`src/rtl/alu_pipe_pkg.sv`:
```
// Shared opcode encoding, flag bit positions and opcode helpers for the pipelined ALU.
// Latency: n/a (declarations only).
// Backpressure: n/a.
//
// Contents: op_e (4-bit opcode enum), FLAG_* indices into the {Z,N,C,V} flag
// vector, and is_acc_op() which marks the opcodes that write the accumulator.
package alu_pipe_pkg;

    typedef enum logic [3:0] {
        OP_ADD     = 4'b0000,
        OP_SUB     = 4'b0001,
        OP_AND     = 4'b0010,
        OP_OR      = 4'b0011,
        OP_XOR     = 4'b0100,
        OP_NOT     = 4'b0101,
        OP_SHL     = 4'b0110,
        OP_SHR     = 4'b0111,
        OP_ACC_ADD = 4'b1000,
        OP_ACC_SUB = 4'b1001,
        OP_ACC_LD  = 4'b1010,
        OP_ACC_CLR = 4'b1011,
        OP_INC     = 4'b1100,
        OP_DEC     = 4'b1101,
        OP_PASS_B  = 4'b1110,
        OP_PASS_A  = 4'b1111
    } op_e;

    localparam int FLAG_Z = 3;
    localparam int FLAG_N = 2;
    localparam int FLAG_C = 1;
    localparam int FLAG_V = 0;

    // The four accumulator opcodes share the 10xx prefix.
    function automatic logic is_acc_op(input op_e op);
        return (op[3:2] == 2'b10);
    endfunction

endpackage

```
`src/rtl/alu_pipe_core.sv`:
```
// Combinational ALU datapath: op/A/B/ACC -> result, {Z,N,C,V} flags, accumulator write enable.
// Latency: 0 cycles (purely combinational, used inside the second pipeline stage).
// Backpressure: none; the enclosing pipeline decides when the outputs are captured.
//
// Ports: op_i opcode, a_i/b_i operands, acc_i current accumulator,
//        result_o result, flags_o {Z,N,C,V}, acc_we_o accumulator write enable.
// Build option: define ALU_PIPE_SAT_EN to clamp add-type results to all-ones
// on carry and sub-type results to zero on borrow; C/V always describe the
// unclamped operation, Z/N describe the value actually produced.
module alu_pipe_core
    import alu_pipe_pkg::*;
#(
    parameter int WIDTH = 5
) (
    input  op_e              op_i,
    input  logic [WIDTH-1:0] a_i,
    input  logic [WIDTH-1:0] b_i,
    input  logic [WIDTH-1:0] acc_i,
    output logic [WIDTH-1:0] result_o,
    output logic [3:0]       flags_o,
    output logic             acc_we_o
);

    localparam logic [WIDTH-1:0] ONE = WIDTH'(1);

    logic [WIDTH-1:0] opx;
    logic [WIDTH-1:0] opy;
    logic [WIDTH:0]   sum_w;
    logic [WIDTH:0]   diff_w;
    logic             add_ovf;
    logic             sub_ovf;
    logic [WIDTH-1:0] res;
    logic             c_flag;
    logic             v_flag;

    // One shared adder and one shared subtractor; the opcode only steers
    // which values feed them (ACC ops use ACC as the left operand, INC/DEC
    // use a constant one on the right).
    always_comb begin
        opx = a_i;
        opy = b_i;
        case (op_i)
            OP_ACC_ADD, OP_ACC_SUB: begin
                opx = acc_i;
                opy = a_i;
            end
            OP_INC, OP_DEC: opy = ONE;
            default: ;
        endcase
    end

    // Extra top bit holds carry-out for the add and borrow for the subtract.
    assign sum_w  = {1'b0, opx} + {1'b0, opy};
    assign diff_w = {1'b0, opx} - {1'b0, opy};

    // Signed overflow: add overflows when like-signed operands give a result
    // of the other sign; subtract when unlike-signed operands do.
    assign add_ovf = (opx[WIDTH-1] == opy[WIDTH-1]) && (sum_w[WIDTH-1]  != opx[WIDTH-1]);
    assign sub_ovf = (opx[WIDTH-1] != opy[WIDTH-1]) && (diff_w[WIDTH-1] != opx[WIDTH-1]);

    always_comb begin
        res    = '0;
        c_flag = 1'b0;
        v_flag = 1'b0;
        case (op_i)
            OP_ADD, OP_ACC_ADD, OP_INC: begin
`ifdef ALU_PIPE_SAT_EN
                res = sum_w[WIDTH] ? '1 : sum_w[WIDTH-1:0];
`else
                res = sum_w[WIDTH-1:0];
`endif
                c_flag = sum_w[WIDTH];
                v_flag = add_ovf;
            end
            OP_SUB, OP_ACC_SUB, OP_DEC: begin
`ifdef ALU_PIPE_SAT_EN
                res = diff_w[WIDTH] ? '0 : diff_w[WIDTH-1:0];
`else
                res = diff_w[WIDTH-1:0];
`endif
                c_flag = diff_w[WIDTH];
                v_flag = sub_ovf;
            end
            OP_AND:     res = a_i & b_i;
            OP_OR:      res = a_i | b_i;
            OP_XOR:     res = a_i ^ b_i;
            OP_NOT:     res = ~a_i;
            OP_SHL: begin
                res    = {a_i[WIDTH-2:0], 1'b0};
                c_flag = a_i[WIDTH-1];
            end
            OP_SHR: begin
                res    = {1'b0, a_i[WIDTH-1:1]};
                c_flag = a_i[0];
            end
            OP_ACC_LD:  res = a_i;
            OP_ACC_CLR: res = '0;
            OP_PASS_B:  res = b_i;
            OP_PASS_A:  res = a_i;
            default:    res = '0;
        endcase
    end

    always_comb begin
        flags_o         = '0;
        flags_o[FLAG_Z] = (res == '0);
        flags_o[FLAG_N] = res[WIDTH-1];
        flags_o[FLAG_C] = c_flag;
        flags_o[FLAG_V] = v_flag;
    end

    assign result_o = res;
    assign acc_we_o = is_acc_op(op_i);

endmodule

```
`src/rtl/alu_pipe_acc.sv`:
```
// Two-stage pipelined ALU with accumulator and {Z,N,C,V} flags behind valid/ready handshakes.
// Latency: 2 cycles from input accept to out_valid; 1 op/cycle sustained when out_ready=1.
// Backpressure: out_ready low stalls stage 2, then stage 1; in_ready drops once both are full.
//
// Ports: clk, rst (async, active high); in_valid/in_ready/in_op/in_a/in_b input
//        handshake; out_valid/out_ready/out_result/out_flags output handshake;
//        acc_value registered accumulator.
// Build option: ALU_PIPE_SAT_EN selects unsigned saturation (see alu_pipe_core).
module alu_pipe_acc
    import alu_pipe_pkg::*;
#(
    parameter int WIDTH = 5
) (
    input  logic             clk,
    input  logic             rst,
    input  logic             in_valid,
    output logic             in_ready,
    input  logic [3:0]       in_op,
    input  logic [WIDTH-1:0] in_a,
    input  logic [WIDTH-1:0] in_b,
    output logic             out_valid,
    input  logic             out_ready,
    output logic [WIDTH-1:0] out_result,
    output logic [3:0]       out_flags,
    output logic [WIDTH-1:0] acc_value
);

    // Stage 1: captured operation.
    logic             s1_vld_q, s1_vld_d;
    op_e              s1_op_q,  s1_op_d;
    logic [WIDTH-1:0] s1_a_q,   s1_a_d;
    logic [WIDTH-1:0] s1_b_q,   s1_b_d;

    // Stage 2: computed result, which is also the output register.
    logic             s2_vld_q, s2_vld_d;
    logic [WIDTH-1:0] s2_res_q, s2_res_d;
    logic [3:0]       s2_flg_q, s2_flg_d;

    logic [WIDTH-1:0] acc_q,    acc_d;

    logic             s2_adv;
    logic             in_fire;
    logic [WIDTH-1:0] core_res;
    logic [3:0]       core_flg;
    logic             core_acc_we;

    alu_pipe_core #(
        .WIDTH (WIDTH)
    ) u_core (
        .op_i     (s1_op_q),
        .a_i      (s1_a_q),
        .b_i      (s1_b_q),
        .acc_i    (acc_q),
        .result_o (core_res),
        .flags_o  (core_flg),
        .acc_we_o (core_acc_we)
    );

    // Stage 1 moves into stage 2 when stage 2 is empty or being drained.
    // ACC is only read and written at this single point, so consecutive ACC
    // ops are naturally serialised in program order.
    assign s2_adv   = s1_vld_q && (!s2_vld_q || out_ready);
    assign in_ready = !rst && (!s1_vld_q || s2_adv);
    assign in_fire  = in_valid && in_ready;

    always_comb begin
        s1_vld_d = s1_vld_q;
        s1_op_d  = s1_op_q;
        s1_a_d   = s1_a_q;
        s1_b_d   = s1_b_q;
        s2_vld_d = s2_vld_q;
        s2_res_d = s2_res_q;
        s2_flg_d = s2_flg_q;
        acc_d    = acc_q;

        if (in_fire) begin
            s1_vld_d = 1'b1;
            s1_op_d  = op_e'(in_op);
            s1_a_d   = in_a;
            s1_b_d   = in_b;
        end else if (s2_adv) begin
            s1_vld_d = 1'b0;
        end

        // Result/flags only change on a new entry, so they stay frozen while
        // the downstream stalls.
        if (s2_adv) begin
            s2_vld_d = 1'b1;
            s2_res_d = core_res;
            s2_flg_d = core_flg;
            if (core_acc_we) begin
                acc_d = core_res;
            end
        end else if (out_ready) begin
            s2_vld_d = 1'b0;
        end
    end

    always_ff @(posedge clk or posedge rst) begin
        if (rst) begin
            s1_vld_q <= 1'b0;
            s1_op_q  <= OP_ADD;
            s1_a_q   <= '0;
            s1_b_q   <= '0;
            s2_vld_q <= 1'b0;
            s2_res_q <= '0;
            s2_flg_q <= '0;
            acc_q    <= '0;
        end else begin
            s1_vld_q <= s1_vld_d;
            s1_op_q  <= s1_op_d;
            s1_a_q   <= s1_a_d;
            s1_b_q   <= s1_b_d;
            s2_vld_q <= s2_vld_d;
            s2_res_q <= s2_res_d;
            s2_flg_q <= s2_flg_d;
            acc_q    <= acc_d;
        end
    end

    assign out_valid  = s2_vld_q;
    assign out_result = s2_res_q;
    assign out_flags  = s2_flg_q;
    assign acc_value  = acc_q;

endmodule
```
`config.mk`:
```
export PLATFORM = sky130hd
export DESIGN_NAME = alu_pipe_acc
export DESIGN_NICKNAME = d
export VERILOG_FILES = /design/src/rtl/alu_pipe_pkg.sv /design/src/rtl/alu_pipe_core.sv /design/src/rtl/alu_pipe_acc.sv
export SDC_FILE = /design/constraint.sdc
export NUM_CORES = 1
export LEC_CHECK = 0
export CAP_MARGIN = 20
export CORE_MARGIN = 1
export CORE_UTILIZATION = 55
export CTS_BUF_LIST = sky130_fd_sc_hd__clkbuf_16
export DETAILED_ROUTE_END_ITERATION = 12
export GPL_TIMING_DRIVEN = 0
export PLACE_DENSITY = 0.92
export REMOVE_ABC_BUFFERS = 1
export SLEW_MARGIN = 20
export SYNTH_ARGS = -nofsm -noshare
export SYNTH_HDL_FRONTEND = slang
export SYNTH_SLANG_ARGS = --single-unit
```
`constraint.sdc`:
```
create_clock -name clk -period 4.5 [get_ports clk]
set_clock_uncertainty 0.2 [all_clocks]
set_input_delay 0.9 -clock clk [delete_from_list [all_inputs] [get_ports clk]]
set_output_delay 0.9 -clock clk [all_outputs]
set_load 0.03 [all_outputs]
```
Yosys cells after proc, flatten, opt, wreduce, memory -nomap -nowiden

Index checks and enable logic that the tools add are counted.

Bitwise logic cells: 4
$add $sub $neg: 2
Equality and inequality tests: 20
Reductions and logical operators: 20
Muxes and demuxes: 9

Operators by type and width:

| operator                                            | count |
|---|---|
| case mux 5 bit (11 select lines)                    | 1 |
| equality test 4 bit, second input constant          | 8 |
| equality test 4 x 3 -> 1 bit, second input constant | 4 |
| case mux 5 bit (2 select lines)                     | 1 |
| equality test 4 x 2 -> 1 bit, second input constant | 2 |
| adder 5 x 5 -> 6 bit                                | 1 |
| OR reduction 2 bit                                  | 3 |
| OR reduction 3 bit                                  | 2 |
| subtractor 5 x 5 -> 6 bit                           | 1 |
| bitwise AND 5 bit                                   | 1 |
| logical AND 1 bit                                   | 5 |
| zero test 5 bit                                     | 1 |
| two-way mux 5 bit                                   | 1 |
| NOT 5 bit                                           | 1 |
| OR 5 bit                                            | 1 |
| bitwise XOR 5 bit                                   | 1 |
| equality test 4 x 1 -> 1 bit, second input constant | 1 |
| zero test 4 bit                                     | 1 |
| two-way mux 1 bit                                   | 4 |
| case mux 1 bit (4 select lines)                     | 1 |
| nonzero test 2 bit                                  | 2 |
| zero test 1 bit                                     | 3 |
| inequality test 1 bit                               | 3 |
| equality test 2 bit, second input constant          | 1 |
| 4 further kinds                                     | 5 |

Bits in registers: 30
Input port bits: 18

Depth between registers and ports, before layout

Gate-level depths: netlist (run 1).

Depth after elaboration: 7
Mapped depth: 14
Depth with buffers taken out: 12

Hierarchy

A second synthesis (run 1) with hierarchy kept.

Cells, all modules: 284
Area, all modules: 2662.6 um2

Modules (own cells, without submodules):

| module        | times used | area each (um2) | cells each |
|---|---|---|---|
| alu_pipe_core | 1          | 1430.1          | 214 |
| alu_pipe_acc  | 1          | 1232.4          | 70 |

Worst setup path before layout (run 1)

Ideal clock, no wire load.

Path kind: reg-to-reg
Start point: register s1_op_q[1]
End point: register s2_flg_q[3] (netlist: out_flags[3])
Period minus slack after synthesis: 2968 ps
Setup slack: 1532 ps
Data required time: 4205 ps
Setup time: 95 ps
Stages on the path, launching flop included: 13
Arrival time: 2672 ps
Cells stage by stage: dfrtp_1 > nor3b_4 > buf_6 > mux2i_1 > xnor2_1 > inv_1 > ha_1 > nand3_1 > a32oi_1 > o41a_1 > nor3b_2 > nand2_1 > o31ai_1

Longest elaborated chain between the ends: 6

Ends and longest elaborated chain:

| what                                                                        | line                                     | text |
|---|---|---|
| from (decl)                                                                 | alu_pipe_acc.sv:30                       | `op_e s1_op_q, s1_op_d;` |
| from (signal assigned)                                                      | alu_pipe_acc.sv:111                      | `s1_op_q <= s1_op_d;` |
| equality test 4 bit                                                         | alu_pipe_core.sv:42, alu_pipe_core.sv:65 |  |
| OR reduction 2 bit                                                          | alu_pipe_core.sv:42                      | `case (op_i)` |
| case mux 5 bit (2 select lines) / two-way mux 5 bit (equally long branches) | alu_pipe_core.sv:42                      |  |
| subtractor 5 x 5 -> 6 bit / adder 5 x 5 -> 6 bit (equally long branches)    | alu_pipe_core.sv:54, alu_pipe_core.sv:53 |  |
| case mux 5 bit (11 select lines) *                                          | alu_pipe_core.sv:65                      | `case (op_i)` |
| zero test 5 bit *                                                           | alu_pipe_core.sv:106                     | `flags_o[FLAG_Z] = (res == '0);` |
| to (signal assigned)                                                        | alu_pipe_acc.sv:116                      | `s2_flg_q <= s2_flg_d;` |
| to (decl)                                                                   | alu_pipe_acc.sv:37                       | `logic [3:0] s2_flg_q, s2_flg_d;` |

Every way passes the cells marked *; elsewhere a longest branch is shown, timed or not.
A chain may end at the register's enable or synchronous reset.

Worst setup path after layout (run 1)

Start point: register s1_op_q[2]
End point: register s2_flg_q[3] (netlist: out_flags[3])

The elaborated chain is that of the path after synthesis.

==> results.sh, run 1 <==
export IMPL_status="complete, no violations"
export IMPL_async_flop_share_pct=100
export IMPL_critical_path_class="flop to flop"
export IMPL_rrSetupSlack_ns=0.55
export IMPL_rsz0062_at_grt="no"
export IMPL_synth_cell_types=64
export IMPL_die_w_um=70.3
export IMPL_post_drt_wl_per_cell_um=17.3
export IMPL_crit_arrival_ns=3.94
export IMPL_power_mw=1.68
export IMPL_syn_area_per_cell_sq_um=8.79
export IMPL_dpl_hpwl_mm=4.37
export IMPL_io_pins=34
export IMPL_min_to="out_flags[0]"
export IMPL_yosysSeqAreaShare_pct=28.3
export IMPL_numCtsBuffers=5
export IMPL_startpoint_type="flop"
export IMPL_ant_nets=0
export IMPL_finalSetupViolations=0
export IMPL_syn_inst=292
export IMPL_fin_util_pct=67.7
export IMPL_hp_start="out_flags[0]"
export IMPL_layout_common_cells="nand2_1, clkdlybuf4s50_1, dfrtp_1, inv_1, ha_1"
export IMPL_final_common_cell="nand2_1"
export IMPL_drcViolationCount=0
export IMPL_worstReg2RegStart="s1_op_q[2]"
export IMPL_cp_max_fo=29
export IMPL_whs_path_depth=2
export IMPL_final_nets=352
export IMPL_whs_ns=0.278
export IMPL_power_density_nw_per_um2=563
export IMPL_grt_pass1_vias=2227
export IMPL_cap_viol_max_count=0
export IMPL_ys_flop_type="dfrtp_1"
export IMPL_period_share_pct=87.8
export IMPL_final_setup_tns_ns=0
export IMPL_cts_tree="built"
export IMPL_antenna_cells=0
export IMPL_dieHeight_um=70.3
export IMPL_min_period_ns=3.95
export IMPL_syn_cell_area_sq_um=2570
export IMPL_rr_worst_depth=11
export IMPL_final_cells=367
export IMPL_grt_max_degree=30
export IMPL_worst_slew_pin_slew_ns=1.02
export IMPL_drv_slew=0
export IMPL_critPathRequiredTime_ns=4.49
export IMPL_cts_sinks=29
export IMPL_finalHoldViolCount=0
export IMPL_grt_pass1_wl_mm=10.7
export IMPL_gp_congestion=0.927
export IMPL_post_cts_buffers=0
export IMPL_slew_headroom_pct=31.8
export IMPL_drive_gt1_share_pct=13.0
export IMPL_htree_num_levels=2
export IMPL_vdd_drop_max_mv=0.287
export IMPL_p_leak_nw=1.30
export IMPL_clock_path_buffers=2
export IMPL_r2r_end="out_flags[3]"
export IMPL_synth_seq_cells=29
export IMPL_dp_cells=359
export IMPL_clock_latency_ns=0.27
export IMPL_max_freq_ghz=0.253
export IMPL_via_per_inst=6.32
export IMPL_fillers=352
export IMPL_io_buffer_count=33
export IMPL_wl_mm=6.35
export IMPL_cts_hold_buf=0
export IMPL_synth_edff_count=0
export IMPL_min_path_type="flop to flop"
export IMPL_clk_pin_slew_ns=0.06
export IMPL_grt_overflow=0
export IMPL_drt_iter0_drc=238
export IMPL_antenna_found_initial=0
export IMPL_cts_root_buf="clkbuf_16"
export IMPL_vias=2319
export IMPL_die_area_sq_um=4940
export IMPL_core_area_sq_um=4410
export IMPL_firstDrtPassIters=7
export IMPL_ys_warnings_count=0
export IMPL_syn_to_final_growth_pct=16.4
export IMPL_initial_core_util_pct=58.1
export IMPL_track_usage_pct=27.5
export IMPL_cts_resized=0
export IMPL_endpoint_kind="flop"
export IMPL_rows=24
-- sequential cells by signal, indices dropped and copies added, names as in the netlist --
| name | count |
|---|---|
| s1_vld_q | 1 |
| out_result | 4 |
| out_valid | 1 |
| s1_a_q | 5 |
| out_flags | 4 |
| s1_op_q | 4 |
| s1_b_q | 5 |
| acc_value | 5 |
-- through the flow --
step	cell area, sq um	setup WS [ns]
2_1_floorplan	2450	1.21
3_3_place_gp	2840	0.729
3_5_place_dp	2840	0.664
4_1_cts	2990	0.585
5_1_grt	2990	0.300
6_report	2990	0.551
-- cells by family (layout without fill, tap and decap cells) --
logic type	after synthesis	after routing	synth area share [%]
AO/OA/AOI/OAI	79	79	21.2
XOR/XNOR	5	5	1.71
flip-flops	29	29	28.3
buffers and inverters	40	63	7.80
AND/OR/NAND/NOR	92	92	19.6
multiplexers	26	26	11.2
adder cells (fa/ha/maj)	21	21	10.1
-- routing by layer --
layer | GRT usage, % | up-vias | wire (um)
li1 | - | 1086 | -
met1 | 34.3 | 1094 | 2610
met5 | 0 | - | 0
met3 | 6.35 | 21 | 481
met2 | 43.9 | 118 | 3040
met4 | 14.7 | 0 | 213
-- cells in the mapped netlist (4+ instances only) --
master	instances	share of area (%)
mux2_2	18	7.9
o21ai_0	14	2.7
nor2_1	12	1.8
xnor2_1	4	1.4
clkbuf_1	4	0.58
nand3_1	6	1.2
buf_6	4	1.8
a22o_1	4	1.4
a21oi_1	19	3.7
o21ai_1	6	1.2
buf_2	6	1.2
dfrtp_1	29	28
nand2_1	35	5.1
nand2b_1	9	2.2
mux2i_1	7	2.7
nor3_1	6	1.2
a31oi_1	5	1.2
inv_1	21	3.1
nor2b_1	5	1.2
ha_1	20	9.8
-- layout make-up --
cell class / instances / area, sq um / share of cell area (%)
clock buffers: 5 / 125 / 4.19
clock inverters: 3 / 17.5 / 0.587
inverters: 22 / 82.6 / 2.76
multi-input cells: 223 / 1640 / 54.9
flip-flops and latches: 29 / 726 / 24.3
well taps: 52 / 65.1 / 2.18
repair buffers: 33 / 330 / 11.1
-- power by group --
part           internal, mW  leakage [nW]  switching (mW)
clock                 0.202        0.0696           0.120
sequential            0.335         0.351           0.115
combinational         0.396         0.876           0.514
total                 0.934          1.30           0.749
-- worst max-delay path by stage --
| stage | cells after the start | from | slack, ns | to |
|---|---|---|---|---|
| final | 11 | s1_op_q[2] | 0.55 | out_flags[3] |
| after CTS | 11 | s1_op_q[3] | 0.59 | out_flags[3] |
| after floorplan | 11 | s1_op_q[2] | 1.21 | out_flags[3] |
| after global placement | 11 | s1_op_q[2] | 0.73 | out_flags[3] |
| after global routing | 10 | s1_op_q[2] | 0.30 | out_flags[3] |
| after detailed placement | 11 | s1_op_q[2] | 0.66 | out_flags[3] |
-- critical path: stages, from the launching register on --
cell and delay, ns:
dfrtp_1 0.75, nor3b_4 0.69, mux2i_1 0.34, xnor2_1 0.20
inv_1 0.07, ha_1 0.33, nand3_1 0.12, a32oi_1 0.12
o41a_1 0.55, nor3b_2 0.19, nand2_1 0.08, o31ai_1 0.22
(Power assumes the default switching activity.)
==> inputs of run 2 (changes only) <==
--- a/config.mk
+++ b/config.mk
@@ -13,6 +13,7 @@
 export GPL_TIMING_DRIVEN = 0
 export PLACE_DENSITY = 0.92
 export REMOVE_ABC_BUFFERS = 1
+export SETUP_SLACK_MARGIN = 0.5
 export SLEW_MARGIN = 20
 export SYNTH_ARGS = -nofsm -noshare
 export SYNTH_HDL_FRONTEND = slang
==> results.sh, run 2 (synthesis gave the netlist of run 1 again) <==
export IMPL_status="complete, no violations"
export IMPL_worstReg2RegStart="s1_op_q[1]"
export IMPL_grt_pass1_wl_mm=10.7
export IMPL_antenna_cells=0
export IMPL_cts_hold_buf=0
export IMPL_crit_arrival_ns=3.75
export IMPL_critical_path_class="flop to flop"
export IMPL_startpoint_type="flop"
export IMPL_die_w_um=70.3
export IMPL_core_area_sq_um=4410
export IMPL_grt_overflow=0
export IMPL_grt_pass1_vias=2227
export IMPL_clock_path_buffers=2
export IMPL_die_area_sq_um=4940
export IMPL_worst_slew_pin_slew_ns=0.716
export IMPL_gp_congestion=0.927
export IMPL_rrSetupSlack_ns=0.78
export IMPL_finalSetupViolations=0
export IMPL_layout_common_cells="nand2_1, clkdlybuf4s50_1, dfrtp_1, inv_1, ha_1"
export IMPL_post_drt_wl_per_cell_um=17.4
export IMPL_max_freq_ghz=0.269
export IMPL_min_to="out_flags[0]"
export IMPL_wl_mm=6.44
export IMPL_rsz0062_at_grt="no"
export IMPL_grt_max_degree=30
export IMPL_dp_cells=359
export IMPL_cts_tree="built"
export IMPL_cp_max_fo=25
export IMPL_io_pins=34
export IMPL_period_share_pct=82.7
export IMPL_finalHoldViolCount=0
export IMPL_final_setup_tns_ns=0
export IMPL_final_common_cell="nand2_1"
export IMPL_power_density_nw_per_um2=562
export IMPL_final_nets=355
export IMPL_clk_pin_slew_ns=0.06
export IMPL_whs_path_depth=2
export IMPL_r2r_end="acc_value[4]"
export IMPL_drcViolationCount=0
export IMPL_hp_start="out_flags[0]"
export IMPL_initial_core_util_pct=58.1
export IMPL_p_leak_nw=1.31
export IMPL_cts_sinks=29
export IMPL_vdd_drop_max_mv=0.287
export IMPL_critPathRequiredTime_ns=4.52
export IMPL_track_usage_pct=27.5
export IMPL_min_path_type="flop to flop"
export IMPL_rows=24
export IMPL_io_buffer_count=33
export IMPL_min_period_ns=3.72
export IMPL_vias=2366
export IMPL_rr_worst_depth=12
export IMPL_via_per_inst=6.39
export IMPL_power_mw=1.69
export IMPL_clock_latency_ns=0.28
export IMPL_syn_to_final_growth_pct=17.4
export IMPL_final_cells=370
export IMPL_numCtsBuffers=5
export IMPL_dieHeight_um=70.3
export IMPL_ant_nets=0
export IMPL_antenna_found_initial=0
export IMPL_cap_viol_max_count=0
export IMPL_htree_num_levels=2
export IMPL_firstDrtPassIters=5
export IMPL_cts_root_buf="clkbuf_16"
export IMPL_slew_headroom_pct=52.2
export IMPL_drive_gt1_share_pct=14.5
export IMPL_drt_iter0_drc=189
export IMPL_drv_slew=0
export IMPL_dpl_hpwl_mm=4.37
export IMPL_endpoint_kind="flop"
==> run 2: changes by cell type in the layout (fill, tap and decap cells not counted) <==
cell     before  now
buf_4         0    3
dfrtp_1      29   27
dfrtp_2       0    2
==> run 2: area by class of cell <==
cell class,instances,area (sq um)
tap,52,65.1
inverter,22,82.6
clock inverter,3,17.5
multi-input combinational,223,1640
timing repair buffer,36,353
sequential,29,728
fill,344,1400
clock buffer,5,125
==> run 2: repair_timing <==
action,CTS,global route
setup endpoints to repair,0,3
buffers inserted,0,3
gates resized for setup,0,2
hold endpoints to repair,0,0
==> run 2: layer usage <==
layer | vias up | global-route usage [%] | part of all wire, %
li1 | 1090 | - | -
met1 | 1118 | 34.3 | 42
met2 | 132 | 43.9 | 48
met3 | 26 | 6.35 | 7.1
met4 | 0 | 14.7 | 3.3
met5 | - | 0 | 0
==> run 2: per-stage QoR <==
step | hold slack [ns] | cell area [sq um] | utilization (%) | worst slack [ns]
floorplan | 0.286 | 2450 | - | 1.21
global placement | 0.261 | 2840 | 64.4 | 0.729
detailed placement | 0.269 | 2840 | 64.4 | 0.664
CTS | 0.281 | 2990 | 67.7 | 0.585
global route | 0.343 | 3010 | 68.2 | 0.609
finish | 0.277 | 3010 | 68.2 | 0.780
==> run 2: worst max-delay path, cell delays in order, from the launching register on <==
cell	delay (ns)
dfrtp_1	0.64
nor3b_4	0.52
buf_4	0.21
nand2_1	0.05
o21ai_0	0.12
ha_1	0.41
nor2b_1	0.22
a221oi_1	0.26
o21ai_1	0.19
xor2_1	0.19
a22o_1	0.22
a21oi_1	0.24
mux2_2	0.21
==> run 2: worst max-delay path by stage <==
stage / end / startpoint / depth (start not counted) / slack [ns]
4_1_cts: out_flags[3] / s1_op_q[3] / 11 / 0.59
3_5_place_dp: out_flags[3] / s1_op_q[2] / 11 / 0.66
3_3_place_gp: out_flags[3] / s1_op_q[2] / 11 / 0.73
6_report: acc_value[4] / s1_op_q[1] / 12 / 0.78
2_1_floorplan: out_flags[3] / s1_op_q[2] / 11 / 1.21
5_1_grt: out_flags[3] / s1_op_q[1] / 12 / 0.61
==> run 2: power by group <==
part	leakage [nW]	total [mW]	internal (mW)	switching, mW
Combinational	0.891	0.917	0.400	0.517
Clock	0.0696	0.325	0.202	0.123
Sequential	0.349	0.451	0.336	0.116
